<file path="config.mk">
export PLATFORM = sky130hd
export DESIGN_NAME = pc_stack
export DESIGN_NICKNAME = d
export VERILOG_FILES = /design/src/rtl/pc_stack.sv
export SDC_FILE = /design/constraint.sdc
export NUM_CORES = 1
export LEC_CHECK = 0
export CAP_MARGIN = 15
export CORE_AREA = 8 8 146 148
export CTS_BUF_LIST = sky130_fd_sc_hd__clkbuf_8
export DETAILED_ROUTE_END_ITERATION = 7
export DIE_AREA = 0 0 154 156
export SLEW_MARGIN = 20
export SYNTH_ARGS = -nofsm -noshare
export SYNTH_HDL_FRONTEND = slang
export SYNTH_SLANG_ARGS = --single-unit
</file>
<file path="constraint.sdc">
create_clock -name clk -period 4 [get_ports clk]
set_input_delay 0.8 -clock clk [delete_from_list [all_inputs] [get_ports clk]]
set_output_delay 0.8 -clock clk [all_outputs]
set_load 0.05 [all_outputs]
</file>
<file path="src/rtl/pc_stack.sv">
// pc_stack: Hack CPU program counter with an integrated return-address stack.
// Latency: every command takes effect at the rising edge that samples it; outputs are registered state.
// Option: define PC_STACK_FAULT_EN to trap overflow/underflow into a sticky err flag; otherwise the stack is circular.
module pc_stack #(
  parameter int               WIDTH     = 16,
  parameter int               DEPTH     = 8,
  parameter logic [WIDTH-1:0] RESET_VEC = '0
) (
  input  logic                       clk,
  input  logic                       reset,
  input  logic [WIDTH-1:0]           in,
  input  logic                       load,
  input  logic                       inc,
  input  logic                       call,
  input  logic                       ret,
  output logic [WIDTH-1:0]           out,
  output logic [$clog2(DEPTH):0]     depth,
  output logic                       empty,
  output logic                       full,
  output logic                       err
);

  localparam int AW = $clog2(DEPTH);
  localparam int DW = AW + 1;

  // Return-address storage; contents are don't-care after reset, so no reset on the array.
  logic [WIDTH-1:0] stack [DEPTH];

  // sp is the write index (next free slot), wrapping mod DEPTH; depth_q counts valid entries.
  logic [AW-1:0]    sp, sp_nxt, sp_dec;
  logic [DW-1:0]    depth_q, depth_nxt;
  logic [WIDTH-1:0] out_q, out_nxt, ret_addr, top;
  logic             err_q, err_nxt;
  logic             push_en;
  logic             full_w, empty_w;

  assign ret_addr = out_q + WIDTH'(1);
  assign sp_dec   = sp - AW'(1);
  assign top      = stack[sp_dec];
  assign full_w   = (depth_q == DW'(DEPTH));
  assign empty_w  = (depth_q == '0);

  // Next-state decode; priority is call > ret > load > inc > hold (reset is applied in the register).
  always_comb begin
    out_nxt   = out_q;
    depth_nxt = depth_q;
    sp_nxt    = sp;
    err_nxt   = err_q;
    push_en   = 1'b0;
    if (call) begin
      out_nxt = in;
`ifdef PC_STACK_FAULT_EN
      if (full_w) begin
        // Overflow: jump still happens, but the return address is dropped.
        err_nxt = 1'b1;
      end else begin
        push_en   = 1'b1;
        sp_nxt    = sp + AW'(1);
        depth_nxt = depth_q + DW'(1);
      end
`else
      // Circular stack: overflow overwrites the oldest entry, depth saturates.
      push_en = 1'b1;
      sp_nxt  = sp + AW'(1);
      if (!full_w) depth_nxt = depth_q + DW'(1);
`endif
    end else if (ret) begin
`ifdef PC_STACK_FAULT_EN
      if (empty_w) begin
        // Underflow: PC holds.
        err_nxt = 1'b1;
      end else begin
        out_nxt   = top;
        sp_nxt    = sp_dec;
        depth_nxt = depth_q - DW'(1);
      end
`else
      // Underflow jumps to whatever stale entry sits at the wrapped index.
      out_nxt = top;
      sp_nxt  = sp_dec;
      if (!empty_w) depth_nxt = depth_q - DW'(1);
`endif
    end else if (load) begin
      out_nxt = in;
    end else if (inc) begin
      out_nxt = ret_addr;
    end
  end

  // Control state register with synchronous reset.
  always_ff @(posedge clk) begin
    if (reset) begin
      out_q   <= RESET_VEC;
      depth_q <= '0;
      sp      <= '0;
      err_q   <= 1'b0;
    end else begin
      out_q   <= out_nxt;
      depth_q <= depth_nxt;
      sp      <= sp_nxt;
      err_q   <= err_nxt;
    end
  end

  // Stack write; a call sampled together with reset must not push.
  always_ff @(posedge clk) begin
    if (push_en && !reset) stack[sp] <= ret_addr;
  end

  assign out   = out_q;
  assign depth = depth_q;
  assign empty = empty_w;
  assign full  = full_w;
  assign err   = err_q;

endmodule

</file>
==> results_dict.tcl <==
set metrics [dict create \
    drive_above_1_share 0.172 \
    yosysTopAreaCell "edfxtp_1" \
    cts_setup_buffers 0 \
    routed_wirelength_um 16600 \
    period_share 0.782 \
    root_buffer "clkbuf_8" \
    hold_viol 0 \
    core_area_um2 19100 \
    utilization 0.409 \
    num_rows 51 \
    fmax_ghz 0.320 \
    synth.area.top_cells "edfxtp_1, mux4_2, dfxtp_1" \
    max_stage_delay_ns 0.80 \
    ant_nets 0 \
    worst_path_most_repeated_cell "inv_1" \
    hp-class "reg -> reg" \
    crit_arrival_ns 2.33 \
    slew_violations 0 \
    cp_num_buf_inv 3 \
    setup_viol 0 \
    synth_fp_nets 475 \
    hpwl_um 11700 \
    num_io_pins 45 \
    fin_crit_ns 3.13 \
    viasPerCell 5.54 \
    crit_chain "inv_1 -> or4_1 -> inv_1 -> clkdlybuf4s50_1" \
    rsz0062_at_grt "false" \
    total_leakage_power_nw 2.61 \
    grt_max_degree 38 \
    syn-instance-count 447 \
    synth_top_area_frac 0.575 \
    holdWs_ns 0.567 \
    hp-start "out[14]" \
    max-slew-margin-rel 0.420 \
    grt_pass1_vias 4184 \
    multiInputGateArea_um2 2190 \
    worst_pin_slew_ns 0.864 \
    antenna_cells 0 \
    crit_path_start "depth[3]" \
    cts_max_level 4 \
    drc_errors 0 \
    dp_cells 719 \
    path_delay_family "buffers and inverters" \
    start_util 0.350 \
    ys_seq_area_frac 0.644 \
    grt_antenna_before_repair 0 \
    cp_slowest_cell "clkdlybuf4s50_1" \
    cts_tree "built" \
    async_flop_share 0 \
    fin_nets 528 \
    clk_pin_slew_ns 0.08 \
    ys_types 58 \
    clock_latency_ns 0.44 \
    yosys_warnings 0 \
    drt_first_iter_violations 431 \
    syn-mean-instance-area_um2 15.0 \
    status "completed" \
    p_per_area_nw_per_um2 478 \
    r2r-start "out[2]" \
    grt_usage 0.142 \
    synth_edf_count 128 \
    final_cell_mix "edfxtp_1, clkdlybuf4s50_1, nor2_1, nand2_1, mux4_2" \
    critPathCaptureType "primary output" \
    crit_type "reg -> out" \
    vias 4157 \
    required_ns 3.20 \
    synth_seq_cells 151 \
    numCtsBuffers 17 \
    clockBufferDepth 2 \
    die_area_um2 24000 \
    fin_tns_setup_ns 0 \
    grt_remaining_overflow 0 \
    synth-main-ff-cell "edfxtp_1" \
    die_y_um 156 \
    stdcell_count 751 \
    post_drt_wl_per_cell_um 22.1 \
    fin_worst_skew_ns 0.0103 \
    port-buffer-count 43 \
    cp_max_fo 3 \
    ctsResizeCount 0 \
    final_common_cell "edfxtp_1" \
    layout.area.seq_um2 4310 \
    ctsHoldBuffers 0 \
    fill_cells 1708 \
    numClockSinks 151 \
    syn-cell-area_um2 6680 \
    place_congestion 0.855 \
    start_kind "flip-flop" \
    ir_drop_mv 0.197 \
    die_w_um 154 \
    dr.pass1.iters 5 \
    area_growth_pct 16.8 \
    grt_first_pass_wirelength_um 25400 \
    maxCapViolCount 0 \
]
[Yosys cell counts, types with 3 or more instances]
master / number
inv_1: 13
xnor2_1: 13
a211oi_1: 5
a21o_1: 4
dfxtp_1: 23
nand3_1: 13
edfxtp_1: 128
o311a_1: 3
buf_6: 3
nor2b_1: 4
a31oi_1: 3
clkbuf_1: 12
and3_1: 5
mux2_2: 6
a21oi_1: 21
ha_1: 5
mux2i_1: 5
mux4_2: 25
o21ai_0: 14
nor3_1: 7
xor2_1: 9
nor4_1: 4
nand2_1: 26
nor2_1: 31
buf_2: 10
a22oi_1: 6
mux4_1: 7
nand4_1: 4
[where the power goes]
group          internal (mW)  switching, mW  leakage [nW]
clock                  0.547          0.566         0.205
sequential              1.80         0.0692          1.36
combinational          0.297          0.456          1.05
total                   2.64           1.09          2.61
[worst paths after layout]
kind	to	slack, ns	depth (start not counted)
max	full	0.87	4
max reg2reg	stack[3][11]	1.43	5
min	out[14]	0.57	2
min reg2reg	out[14]	0.57	2
[layer usage]
metal	wire length, um	global-route usage
met1	7440	0.184
met2	7950	0.226
met3	917	0.0324
met5	0	0
met4	281	0.0607
[stage by stage]
stage                     total power [mW]  setup slack, ns  instance area [um2]
final                                 3.73            0.871                 7810
after CTS                             3.76            0.831                 7810
after global placement                2.65             1.02                 7430
after global routing                  3.87            0.766                 7810
after floorplan                       2.40            0.744                 6680
after detailed placement              2.65            0.982                 7430
[logic make-up after synthesis]
logic type / Yosys count / synth area share
xor gates and xnor gates: 22 / 0.0288
buffers and inverters: 41 / 0.0294
AOI/OAI and AO/OA: 80 / 0.0831
other: 1 / 0.000561
and+or+nand+nor: 103 / 0.0724
muxes: 43 / 0.129
DFF: 151 / 0.644
adders and majority gates: 6 / 0.0124
[registers in the layout, indices dropped and copies added (netlist names)]
signal,flops
sp,3
stack,128
depth,4
out,16
[worst reg2reg max path, stage by stage, from the launching register on]
cell     delay (ns)
dfxtp_1        0.54
nand4_1        0.32
nor2_2         0.41
and3_1         0.24
and3_1         0.18
xor2_1         0.58
[area by class of cell]
type,count,area share
well taps,238,0.0381
clock inverters,15,0.0181
clock buffers,17,0.0300
inverters,13,0.00625
repair buffers,62,0.0750
multi-input cells,255,0.281
flip-flops and latches,151,0.552
No activity file was read; power rests on OpenSTA's default activity.
